### config.mk
export PLATFORM = sky130hd
export DESIGN_NAME = sobel_frame_ctrl
export DESIGN_NICKNAME = d
export VERILOG_FILES = /design/src/rtl/sobel_pkg.sv /design/src/rtl/sobel_meta_delay.sv /design/src/rtl/sobel_frame_ctrl.sv
export SDC_FILE = /design/constraint.sdc
export NUM_CORES = 1
export LEC_CHECK = 0
export BUFFER_PORTS_ARGS = -buffer_cell sky130_fd_sc_hd__buf_2
export CORE_MARGIN = 8
export CORE_UTILIZATION = 50
export CTS_CLUSTER_SIZE = 20
export DETAILED_ROUTE_END_ITERATION = 8
export PLACE_DENSITY_LB_ADDON = 0.05
export SLEW_MARGIN = 20
export SYNTH_ARGS = -nofsm -noshare
export SYNTH_HDL_FRONTEND = slang
export SYNTH_SLANG_ARGS = --single-unit
### constraint.sdc
create_clock -name clk -period 4 [get_ports clk]
set_input_delay 0.4 -clock clk [delete_from_list [all_inputs] [get_ports clk]]
set_output_delay 0.4 -clock clk [all_outputs]
set_load 0.02 [all_outputs]
### src/rtl/sobel_pkg.sv
// Shared constants and state encoding for the Sobel frame sequencer and calculator.
package sobel_pkg;

  localparam int unsigned ImgWDefault = 640;
  localparam int unsigned ImgHDefault = 480;
  localparam int unsigned CalcLat     = 4;

  typedef enum logic [1:0] {
    StIdle  = 2'd0,
    StRun   = 2'd1,
    StDrain = 2'd2,
    StDone  = 2'd3
  } state_e;

endpackage

### src/rtl/sobel_meta_delay.sv
// Fixed-depth shift register carrying window metadata alongside the calculator pipeline.
module sobel_meta_delay #(
  parameter int unsigned DEPTH = 4,
  parameter int unsigned WIDTH = 8
) (
  input  logic             clk,
  input  logic             rst_n,
  input  logic [WIDTH-1:0] d_i,
  output logic [WIDTH-1:0] q_o
);

  logic [WIDTH-1:0] pipe_q [DEPTH];
  logic [WIDTH-1:0] pipe_d [DEPTH];

  always_comb begin
    pipe_d[0] = d_i;
    for (int i = 1; i < DEPTH; i++) begin
      pipe_d[i] = pipe_q[i-1];
    end
  end

  always_ff @(posedge clk or negedge rst_n) begin
    if (!rst_n) begin
      for (int i = 0; i < DEPTH; i++) begin
        pipe_q[i] <= '0;
      end
    end else begin
      for (int i = 0; i < DEPTH; i++) begin
        pipe_q[i] <= pipe_d[i];
      end
    end
  end

  assign q_o = pipe_q[DEPTH-1];

endmodule

### src/rtl/sobel_frame_ctrl.sv
// Frame sequencer: tracks raster position, flags interior 3x3 windows and re-aligns
// their metadata with the calculator's fixed-latency result.
module sobel_frame_ctrl
  import sobel_pkg::*;
#(
  parameter int unsigned IMG_W    = ImgWDefault,
  parameter int unsigned IMG_H    = ImgHDefault,
  parameter int unsigned CALC_LAT = CalcLat,
  localparam int unsigned CW      = $clog2(IMG_W),
  localparam int unsigned RW      = $clog2(IMG_H)
) (
  input  logic          clk,
  input  logic          rst_n,
  input  logic          start_i,
  input  logic          pix_valid_i,
  output logic          ready_o,
  output logic          win_valid_o,
  output logic          win_last_o,
  output logic [CW-1:0] win_col_o,
  output logic [RW-1:0] win_row_o,
  output logic          out_valid_o,
  output logic [CW-1:0] out_col_o,
  output logic [RW-1:0] out_row_o,
  output logic          frame_done_o,
  output logic          busy_o
);

  localparam int unsigned LW = $clog2(CALC_LAT + 1);
  localparam int unsigned MW = 1 + RW + CW;

  state_e        state_q, state_d;
  logic [CW-1:0] col_q, col_d;
  logic [RW-1:0] row_q, row_d;
  logic [LW-1:0] drain_q, drain_d;
  logic          win_valid_q, win_valid_d;
  logic          win_last_q, win_last_d;
  logic [CW-1:0] win_col_q, win_col_d;
  logic [RW-1:0] win_row_q, win_row_d;

  logic          last_col;
  logic          last_pix;
  logic          interior;
  logic [MW-1:0] meta_d;
  logic [MW-1:0] meta_q;

  assign last_col = (col_q == CW'(IMG_W - 1));
  assign last_pix = last_col && (row_q == RW'(IMG_H - 1));
  // The pixel at (r,c) completes the window centred one row up and one column left.
  assign interior = (row_q >= RW'(2)) && (col_q >= CW'(2));

  always_comb begin
    state_d     = state_q;
    col_d       = col_q;
    row_d       = row_q;
    drain_d     = drain_q;
    win_valid_d = 1'b0;
    win_last_d  = 1'b0;
    win_col_d   = win_col_q;
    win_row_d   = win_row_q;

    unique case (state_q)
      StIdle: begin
        if (start_i) begin
          state_d = StRun;
          col_d   = '0;
          row_d   = '0;
        end
      end
      StRun: begin
        if (pix_valid_i) begin
          if (last_col) begin
            col_d = '0;
            row_d = last_pix ? '0 : row_q + RW'(1);
          end else begin
            col_d = col_q + CW'(1);
          end
          if (interior) begin
            win_valid_d = 1'b1;
            win_col_d   = col_q - CW'(1);
            win_row_d   = row_q - RW'(1);
          end
          if (last_pix) begin
            win_last_d = 1'b1;
            state_d    = StDrain;
            drain_d    = '0;
          end
        end
      end
      StDrain: begin
        // Stay until the final window has emerged from the calculator pipeline.
        if (drain_q == LW'(CALC_LAT)) begin
          state_d = StDone;
        end else begin
          drain_d = drain_q + LW'(1);
        end
      end
      StDone: begin
        state_d = StIdle;
      end
      default: begin
        state_d = StIdle;
      end
    endcase
  end

  always_ff @(posedge clk or negedge rst_n) begin
    if (!rst_n) begin
      state_q     <= StIdle;
      col_q       <= '0;
      row_q       <= '0;
      drain_q     <= '0;
      win_valid_q <= 1'b0;
      win_last_q  <= 1'b0;
      win_col_q   <= '0;
      win_row_q   <= '0;
    end else begin
      state_q     <= state_d;
      col_q       <= col_d;
      row_q       <= row_d;
      drain_q     <= drain_d;
      win_valid_q <= win_valid_d;
      win_last_q  <= win_last_d;
      win_col_q   <= win_col_d;
      win_row_q   <= win_row_d;
    end
  end

  assign meta_d = {win_valid_q, win_row_q, win_col_q};

  sobel_meta_delay #(
    .DEPTH (CALC_LAT),
    .WIDTH (MW)
  ) u_meta_delay (
    .clk   (clk),
    .rst_n (rst_n),
    .d_i   (meta_d),
    .q_o   (meta_q)
  );

  assign {out_valid_o, out_row_o, out_col_o} = meta_q;

  assign ready_o      = (state_q == StRun);
  assign busy_o       = (state_q != StIdle);
  assign frame_done_o = (state_q == StDone);
  assign win_valid_o  = win_valid_q;
  assign win_last_o   = win_last_q;
  assign win_col_o    = win_col_q;
  assign win_row_o    = win_row_q;

endmodule
=== Word level (Yosys, flattened, before mapping) ===
Index checks and enable logic that the tools add are counted.

* Input bits: 4
* Bits in registers: 125
* Logic and storage cells: 66

* Muxes and demuxes: 24
* Reduce and logical (&&, ||, !) cells: 11
* $lt $le $gt $ge: 2
* Add/sub/neg operators: 5
* Equality and inequality tests: 12

{| class="wikitable"
|+ Operator list
! cell !! number
|-
| two-way mux 9 bit || 4
|-
| two-way mux 10 bit || 3
|-
| case mux 10 bit (2 select lines) || 1
|-
| case mux 9 bit (2 select lines) || 1
|-
| AND reduction 4 bit || 3
|-
| adder 10 x 1 -> 10 bit (second input constant) || 1
|-
| == test 10 bit (second input constant) || 1
|-
| >= comparator 10 x 2 -> 1 bit (second input constant) || 1
|-
| subtractor 10 x 1 -> 10 bit (second input constant) || 1
|-
| adder 9 x 1 -> 9 bit (second input constant) || 1
|-
| == test 9 bit (second input constant) || 1
|-
| >= comparator 9 x 2 -> 1 bit (second input constant) || 1
|-
| two-way mux 3 bit || 3
|-
| subtractor 9 x 1 -> 9 bit (second input constant) || 1
|-
| two-way mux 2 bit || 4
|-
| != test 2 bit (second input constant) || 4
|-
| case mux 2 bit (4 select lines) || 1
|-
| two-way mux 1 bit || 6
|-
| case mux 3 bit (2 select lines) || 1
|-
| AND reduction 3 bit || 2
|-
| nonzero test 2 bit || 3
|-
| == test 2 bit (second input constant) || 2
|-
| != test 2 x 1 -> 1 bit (second input constant) || 2
|-
| adder 3 x 1 -> 3 bit (second input constant) || 1
|-
| other kinds (4) || 5
|}

=== Depth between registers and ports, before layout ===
Gate-level depths: netlist (run 1).

* Word-level depth: 6
* Gate-level depth with buffers: 8

=== By module ===
From an unflattened synthesis (run 1), not the netlist that was laid out.

* Cell total of the unflattened synthesis: 347
* Area total of the unflattened synthesis: 4485.6 um^2

{| class="wikitable"
|+ Modules (own cells, without submodules)
! module !! seq. area each (um^2) !! cells an instance !! instances !! area an instance (um^2)
|-
| sobel_frame_ctrl || 1126.1 || 267 || 1 || 2483.6
|-
| sobel_meta_delay || 2001.9 || 80 || 1 || 2001.9
|}

=== Worst setup path after synthesis (run 1) ===
Ideal clock, no wire load.

* Path type: reg2reg
* Start point: register state_q[1]
* End point: register row_q[6]
* Period minus slack after synthesis: 2.112 ns
* Arrival time: 2.035 ns
* Buffers on the path: 0
* Slack: 1.888 ns
* Library setup time: 0.078 ns
* Stages on the path, launching flop included: 8
* Cells stage by stage: dfrtp_1 inv_1 ha_1 nand2_1 or2_1 o21a_1 or4_1 a21oi_1

* Word-level cells in the longest chain between the ends: 3

{| class="wikitable"
|+ RTL lines
! item !! line !! text
|-
| start: declaration || sobel_frame_ctrl.sv:31 || <nowiki>state_e state_q, state_d;</nowiki>
|-
| start signal: assignment || sobel_frame_ctrl.sv:108 || <nowiki>state_q <= StIdle;</nowiki>
|-
| start signal: assignment || sobel_frame_ctrl.sv:117 || <nowiki>state_q <= state_d;</nowiki>
|-
| == test 2 x 1 -> 1 bit (*) || -- ||
|-
| net ready_o || sobel_frame_ctrl.sv:16 || <nowiki>output logic ready_o,</nowiki>
|-
| != test 2 x 1 -> 1 bit (no line) (tied with other cells) || -- ||
|-
| AND reduction 4 bit (no line) || -- ||
|-
| end signal: assignment || sobel_frame_ctrl.sv:119 || <nowiki>row_q <= row_d;</nowiki>
|-
| end: declaration || sobel_frame_ctrl.sv:33 || <nowiki>logic [RW-1:0] row_q, row_d;</nowiki>
|}

The timed path passes the listed nets; every way through them passes the cells marked *.
A chain may end at the register's enable or synchronous reset.

=== Worst setup path in the final report (run 1) ===
* Start point: register state_q[1]
* End point: register row_q[8]

* Word-level cells in the longest chain between the ends: 3

{| class="wikitable"
|+ RTL lines
! item !! line !! text
|-
| == test 2 x 1 -> 1 bit / zero test 2 bit (equally long branches) || sobel_frame_ctrl.sv:61 || <nowiki>unique case (state_q)</nowiki>
|-
| != test 2 x 1 -> 1 bit (no line) (tied with other cells) || -- ||
|-
| AND reduction 4 bit (no line) || -- ||
|}

Several ways; a longest one is shown, not always the timed one.

==> flow_metrics.tcl, run 1 <==
set metrics [dict create \
    path_max_fanout 14 \
    clock_skew_ps 10.2 \
    slew_violations 0 \
    finalWeightedCongestion 0.781 \
    ys_seq_elements 125 \
    synth_top_area_share_pct 65.8 \
    grt_pass1_wl_mm 13.8 \
    tns_ps 0 \
    track_usage_pct 13.6 \
    clock_latency_ps 510 \
    final_area_um2 5560 \
    root_buffer "clkbuf_8" \
    syn_area_um2 4760 \
    grt.overflow.total 0 \
    synth_area_per_cell_um2 12.4 \
    drt_iter0_drc 164 \
    drive_above_1_share_pct 20.9 \
    cts_sinks 125 \
    yosys.area.top_type "dfrtp_1" \
    period_minus_slack_ps 2570 \
    p_leak_nw 2.62 \
    yosysWarningCount 0 \
    min_path_type "in2reg" \
    critPathCaptureType "register" \
    vdd_drop_max_mv 0.401 \
    nets 434 \
    synth.distinct_cells 47 \
    drtPass1Iterations 4 \
    dominantRegCellSynth "dfrtp_1" \
    viasPerCell 4.94 \
    synth-edff-count 0 \
    wl_per_cell_um 14.4 \
    synth_nets 400 \
    io_pins 48 \
    seq_area_frac_synth_pct 65.8 \
    layout_commonest_cell "dfrtp_1" \
    max-cap-violations 0 \
    area_growth_syn_to_layout_pct 16.9 \
    tritoncts.num_buffers 17 \
    port_buffers 47 \
    finalSetupViolations 0 \
    htreeDepth 4 \
    final_util_pct 60.2 \
    clockBufferDepth 2 \
    power_density_nw_per_um2 613 \
    ctsResizeCount 0 \
    ant_nets 0 \
    initial_core_util_pct 51.5 \
    cts_tree "done" \
    diodes 0 \
    rsz0062_at_grt "no" \
    status "completed" \
    dr_total_vias 2764 \
    cp.required_ps 4410 \
    antenna_found_initial 0 \
    grt_pass1_vias 2715 \
    die_y_um 114 \
    die_w_um 114 \
    synth_top_cells_by_area "dfrtp_1, buf_4, ha_1, nor2_1, xnor2_1" \
    worst_pin_slew_ps 961 \
    core_area_um2 9240 \
    final_cell_mix "dfrtp_1, buf_2, nor2_1" \
    async_reset_ff_share_pct 100 \
    layout_setup_ws_ps 1430 \
    start_kind "register" \
    min_period_over_period_pct 64.3 \
    syn-instance-count 383 \
    dp_slack_ps 1440 \
    fmax_ghz 0.389 \
    critical_path_class "reg2reg" \
    hpwl_mm 5.29 \
    hold_slack_ps 272 \
    die-area_um2 12900 \
    hold_viol_final 0 \
    grt_max_degree 73 \
    arrival_ps 2980 \
    clkTransAtPathRegs_ps 70 \
    relSlewSlack_pct 35.5 \
    postPlaceCellArea_um2 4950 \
    rows 35 \
    route.detailed.drc 0 \
    totalWireLength_mm 8.05 \
]
[path summary, 6_finish.rpt]
check                                             startpoint                                end  slack [ps]  depth (start not counted)
setup reg to reg                      state_q[1]$_DFFE_PN0P_               row_q[8]$_DFFE_PN0P_        1430                          7
max in group asynchronous                              rst_n  u_meta_delay.pipe_d[46]$_DFF_PN0_        2710                          3
setup / recovery                      state_q[1]$_DFFE_PN0P_               row_q[8]$_DFFE_PN0P_        1430                          7
min in group asynchronous                              rst_n      u_meta_delay.q_o[3]$_DFF_PN0_         500                          2
hold / removal                                   pix_valid_i               win_last_o$_DFF_PN0_         270                          3
hold reg to reg            u_meta_delay.pipe_d[33]$_DFF_PN0_  u_meta_delay.pipe_d[13]$_DFF_PN0_         340                          0
[metrics by stage]
| step | std cells | total power, mW |
|---|---|---|
| finish | 559 | 3.41 |
| detailed placement | 526 | 1.93 |
| CTS | 559 | 3.46 |
| global placement | 526 | 1.91 |
| global route | 559 | 3.57 |
| floorplan | 383 | 1.84 |
[layout make-up]
| type | instances | area (um^2) |
|---|---|---|
| repair buffers | 50 | 275 |
| inverters | 15 | 56.3 |
| multi-input cells | 208 | 1340 |
| clock inverters | 14 | 169 |
| clock buffers | 18 | 428 |
| fillers | 780 | 3680 |
| well taps | 129 | 161 |
| flip-flops and latches | 125 | 3130 |
[critical path: stages, from the launching register on]
cell,delay [ps]
dfrtp_1,400
inv_1,110
ha_1,320
nand2_1,200
or2_1,310
o21ai_1,760
a31oi_1,170
a211oi_1,190
[power breakdown]
group / internal, mW / switching [mW]
combinational: 0.116 / 0.218
clock: 0.926 / 0.590
sequential: 1.46 / 0.103
[registers in the layout, indices dropped and copies added (netlist names)]
signal,cells
win_valid_o,1
row_q,9
u_meta_delay.pipe_d,60
u_meta_delay.q_o,20
win_row_o,9
win_col_o,10
win_last_o,1
drain_q,3
state_q,2
col_q,10
[cells in the mapped netlist, drive strengths merged, types with 6 or more instances]
master / instances
buf: 34
nand2: 22
or4: 6
dfrtp: 125
nor2: 42
o21ai: 7
nor3: 8
a21oi: 19
mux2i: 6
xnor2: 11
inv: 15
ha: 13
nand4: 6
nand3: 12
xor2: 11
[kinds of logic (layout without fill, tap and decap cells)]
| family | count (synthesis) | after routing | share of synthesized area, % |
|---|---|---|---|
| fa+ha+maj | 13 | 13 | 3.42 |
| compound gates | 41 | 41 | 5.24 |
| buf+inv | 50 | 97 | 6.18 |
| simple gates | 122 | 122 | 13.1 |
| flops | 125 | 125 | 65.8 |
| mux | 10 | 10 | 2.21 |
| xor+xnor | 22 | 22 | 4.05 |
[per-layer routing]
layer / wire (um) / global-route usage [%] / up-vias
li1: - / - / 1353
met5: 0 / 0 / -
met3: 321 / 4.28 / 6
met4: 83 / 4.71 / 0
met2: 3860 / 21.1 / 52
met1: 3790 / 17.6 / 1353
[timing repair]
item / in CTS / in global routing
hold endpoints to repair: 53 / 0
buffers inserted: 0 / 0
hold buffers: 1 / 0
(Power assumes the default switching activity.)
==> run 2: changes to the inputs <==
Clock period 4 ns to 2.4 ns, I/O delays scaled along.
==> run 2 against run 1 <==
  * Critical path depth is the same
  * Wire length increased by 4.7%
  * Clock skew increased by 3.4 ps
  * Flip-flop and latch count did not move
  * Count of clock-buffer cells in the layout up 1
  * Clock power grew 59%
  * Design area is 1.7% higher
  * Non-clock buffer count up 16
  * Worst hold slack got worse by 120 ps
  * Setup slack got worse by 1100 ps
  * First-iteration DRC count rose by 3.7%
  * Critical path type unchanged
==> flow_metrics.tcl, run 2 (synthesis gave the netlist of run 1 again) <==
set metrics [dict create \
    nets 450 \
    grt_pass1_wl_mm 14.3 \
    clock_latency_ps 510 \
    status "completed" \
    die-area_um2 12900 \
    cts_tree "done" \
    vdd_drop_max_mv 0.433 \
    finalSetupViolations 0 \
    slew_violations 0 \
    largest_reg_flops 60 \
    antenna_found_initial 0 \
    port_buffers 47 \
    totalWireLength_mm 8.43 \
    drtPass1Iterations 5 \
    core_area_um2 9240 \
    cts_setup_buffers 0 \
    worst_pin_slew_ps 411 \
    fill_cells 724 \
    ant_nets 0 \
    track_usage_pct 14.1 \
    layout_setup_ws_ps 298 \
    diodes 0 \
    p_leak_nw 2.67 \
    cts_sinks 125 \
    hpwl_mm 5.65 \
    critical_path_class "reg2reg" \
    relSlewSlack_pct 72.5 \
    hold_viol_final 0 \
    grt_max_degree 76 \
    crit_chain "inv_1 > ha_1 > or4_1 > nor2_1 > a211oi_4 > buf_4 > mux2_1" \
    initial_core_util_pct 51.5 \
    dp_slack_ps 304 \
    tritoncts.num_buffers 17 \
    finalWeightedCongestion 0.816 \
    root_buffer "clkbuf_8" \
    power_density_nw_per_um2 992 \
    drt_iter0_drc 170 \
    htreeDepth 4 \
    fmax_ghz 0.476 \
    grt_pass1_vias 2880 \
    grt.overflow.total 0 \
    drive_above_1_share_pct 23.4 \
    arrival_ps 2490 \
    layout_commonest_cell "dfrtp_1" \
    max-cap-violations 0 \
    ctsResizeCount 0 \
    min_path_type "in2reg" \
    tns_ps 0 \
    die_y_um 114 \
    final_cell_mix "dfrtp_1, buf_2, nor2_1" \
    wl_per_cell_um 14.7 \
    area_growth_syn_to_layout_pct 18.9 \
    critPathCaptureType "register" \
    rows 35 \
    rsz0062_at_grt "no" \
    clock_skew_ps 13.6 \
    clockBufferDepth 2 \
    cp.required_ps 2790 \
    route.detailed.drc 0 \
    period_minus_slack_ps 2100 \
    crit_slowest_cell "dfrtp_1" \
    critPathMaxStageDelay_ps 420 \
    clkTransAtPathRegs_ps 60 \
    min_period_over_period_pct 87.6 \
    viasPerCell 4.93 \
    io_pins 48 \
    dr_total_vias 2827 \
    start_kind "register" \
    die_w_um 114 \
    cts_hold_buf 1 \
    path_max_fanout 24 \
]
==> run 2: where the power goes <==
part	total, mW	leakage [nW]	switching, mW	internal [mW]
combinational	0.594	0.906	0.385	0.209
sequential	2.59	1.50	0.162	2.43
clock	2.42	0.267	0.916	1.51
total	5.61	2.67	1.46	4.14
==> run 2: through the flow <==
| step | utilization, % | hold slack, ps | std cells | cell area (um^2) | total power [mW] |
|---|---|---|---|---|---|
| CTS | 61.2 | 118 | 574 | 5650 | 5.69 |
| detailed placement | 54.9 | 156 | 542 | 5070 | 3.23 |
| floorplan | - | -55.6 | 383 | 4760 | 3.06 |
| global route | 61.2 | 141 | 574 | 5650 | 5.86 |
| global placement | 54.9 | 149 | 542 | 5070 | 3.21 |
| finish | 61.2 | 156 | 574 | 5650 | 5.61 |
==> run 2: final timing paths <==
check / cells past startpoint / end / slack [ps] / startpoint
min in group asynchronous: 2 / u_meta_delay.q_o[3]$_DFF_PN0_ / 180 / rst_n
worst min-delay path: 3 / win_last_o$_DFF_PN0_ / 160 / pix_valid_i
worst min register to register: 0 / u_meta_delay.pipe_d[38]$_DFF_PN0_ / 340 / u_meta_delay.pipe_d[58]$_DFF_PN0_
worst max register to register: 7 / win_row_o[0]$_DFFE_PN0P_ / 300 / col_q[0]$_DFFE_PN0P_
max in group asynchronous: 3 / col_q[5]$_DFFE_PN0P_ / 1540 / rst_n
worst max-delay path: 7 / win_row_o[0]$_DFFE_PN0P_ / 300 / col_q[0]$_DFFE_PN0P_
==> run 2: cell type report <==
cell class / instances / area [um^2] / area share (%)
inverter: 15 / 56.3 / 0.996
multi-input combinational: 208 / 1340 / 23.7
clock inverter: 12 / 139 / 2.46
tap: 129 / 161 / 2.86
timing repair buffer: 66 / 395 / 6.99
sequential: 125 / 3130 / 55.3
clock buffer: 19 / 432 / 7.64
==> run 2: worst max-delay path: cells and delay by family, from the launching register on <==
family	cells	cell delay, ps
buffers and inverters	2	330
adder cells (fa/ha/maj)	1	200
AND/OR/NAND/NOR	2	620
multiplexers	1	320
flip-flops	1	420
AO/OA/AOI/OAI	1	100
==> run 2: metal layers <==
metal,GRT usage [%],up-vias,wire [um],share of wire (%)
met5,0,-,0,0
met4,6.13,0,145,1.7
met3,4.33,13,317,3.8
met2,22.4,52,4050,48
met1,17.5,1386,3920,46
li1,-,1376,-,-
==> run 3: changes to the inputs <==
Settings changed: BUFFER_PORTS_ARGS -buffer_cell sky130_fd_sc_hd__buf_2 to default, CTS_CLUSTER_DIAMETER from default to 200, DONT_BUFFER_PORTS from default to 1.
Clock period 2.4 ns to 2.16 ns, I/O delays scaled along.
==> run 3 against run 2 <==
  * The run now ends with hold timing left
  * Global-route usage fell by 0.50 points
  * Utilization fell by 2.2 points
  * Worst hold slack got worse by 750 ps
  * Cell count fell by 7.3%
  * Design area fell by 3.6%
  * Register-to-register slack got worse by 150 ps
  * Non-clock buffer count fell by 43
==> flow_metrics.tcl, run 3 (synthesis gave the netlist of run 1 again) <==
set metrics [dict create \
    final_cell_mix "dfrtp_1, nor2_1, nand2_1, buf_4, a21oi_1" \
    r2r-start "state_q[0]$_DFFE_PN0P_" \
    core_area_um2 9240 \
    largest_reg_flops 60 \
    die-area_um2 12900 \
    relSlewSlack_pct 59.1 \
    path_max_fanout 6 \
    dr_total_vias 2651 \
    cts_sinks 125 \
    max-cap-violations 0 \
    clock_skew_ps 8.77 \
    slew_violations 0 \
    cp-startpoint "state_q[0]$_DFFE_PN0P_" \
    drt_iter0_drc 136 \
    hold_slack_ps -596 \
    grt_max_degree 126 \
    vdd_drop_max_mv 0.495 \
    nets 407 \
    root_buffer "clkbuf_8" \
    initial_core_util_pct 51.5 \
    io_pins 48 \
    cts_tree "done" \
    min_period_over_period_pct 93.2 \
    failed_checks "hold timing" \
    rr_endpoint "row_q[6]$_DFFE_PN0P_" \
    grt_pass1_wl_mm 13.5 \
    die_w_um 114 \
    cp.required_ps 2580 \
    drive_above_1_share_pct 16.1 \
    clock_latency_ps 500 \
    rsz0062_at_grt "no" \
    drtPass1Iterations 4 \
    final_area_um2 5450 \
    port_buffers 0 \
    rows 35 \
    viasPerCell 4.98 \
    track_usage_pct 13.6 \
    grt_pass1_vias 2655 \
    htreeDepth 4 \
    die_y_um 114 \
    grt.overflow.total 0 \
    worst_pin_slew_ps 611 \
    tns_ps 0 \
    hpwl_mm 5.34 \
    critical_path_class "reg2reg" \
    power_density_nw_per_um2 1110 \
    critPathCaptureType "register" \
    fmax_ghz 0.497 \
    diodes 0 \
    p_leak_nw 2.51 \
    finalSetupViolations 0 \
    clockBufferDepth 2 \
    rrSetupSlack_ps 150 \
    postPlaceCellArea_um2 4850 \
    antenna_found_initial 0 \
    start_kind "register" \
    clkTransAtPathRegs_ps 60 \
    route.detailed.drc 0 \
    wl_per_cell_um 15.2 \
    layout_commonest_cell "dfrtp_1" \
    totalWireLength_mm 8.06 \
    arrival_ps 2440 \
    final_util_pct 59.0 \
    status "complete, but fails checks" \
    finalWeightedCongestion 0.862 \
    cts_hold_buf 1 \
    ant_nets 0 \
    worst_r2r_path_depth 7 \
    min_path_type "in2async" \
    hold_viol_final 125 \
    area_growth_syn_to_layout_pct 14.6 \
    tritoncts.num_buffers 17 \
    period_minus_slack_ps 2010 \
]
run 3: worst max path at each step:
stage,slack (ps),cells past startpoint,to
2_1_floorplan,50,7,row_q[6]$_DFFE_PN0P_
3_3_place_gp,140,6,win_col_o[0]$_DFFE_PN0P_
3_5_place_dp,130,7,row_q[6]$_DFFE_PN0P_
4_1_cts,110,7,row_q[6]$_DFFE_PN0P_
5_1_grt,20,8,win_col_o[8]$_DFFE_PN0P_
6_report,150,7,row_q[6]$_DFFE_PN0P_
run 3: power breakdown:
group          internal, mW  switching [mW]
clock                  1.61            1.06
combinational         0.151           0.153
sequential             2.70           0.387
run 3: critical path, cell delays in order, from the launching register on:
cell and delay, ps:
dfrtp_1 380, inv_1 100, ha_1 210, nor2b_1 180, or2_1 270, o21a_1 240, or4_1 410, a21oi_1 150
run 3: layer usage:
metal | GRT usage (%) | vias to the layer above | wire (um)
li1 | - | 1287 | -
met1 | 15.4 | 1302 | 3470
met2 | 21.7 | 52 | 3870
met3 | 5.76 | 10 | 600
met4 | 6.93 | 0 | 122
met5 | 0 | - | 0
run 3: layout make-up:
cell class / count / area, um^2
multi-input combinational: 208 / 1350
timing repair buffer: 23 / 188
sequential: 125 / 3130
inverter: 15 / 56.3
clock inverter: 13 / 128
tap: 129 / 161
clock buffer: 19 / 442
fill: 749 / 3790
run 3: timing repair:
| action | in CTS | in global routing |
|---|---|---|
| setup endpoints to repair | 0 | 7 |
| resized for setup | 0 | 2 |
| endpoints found under the hold margin | 126 | 125 |
| buffers inserted | 0 | 2 |
run 3: stage by stage:
| stage | total power [mW] | setup slack [ps] | instances | hold slack [ps] |
|---|---|---|---|---|
| detailed placement | 3.43 | 128 | 497 | -75.7 |
| floorplan | 3.40 | 47.8 | 383 | -79.6 |
| global placement | 3.41 | 144 | 497 | -75.3 |
| global route | 6.34 | 23.3 | 532 | -627 |
| CTS | 6.15 | 109 | 530 | -623 |
| finish | 6.06 | 147 | 532 | -596 |
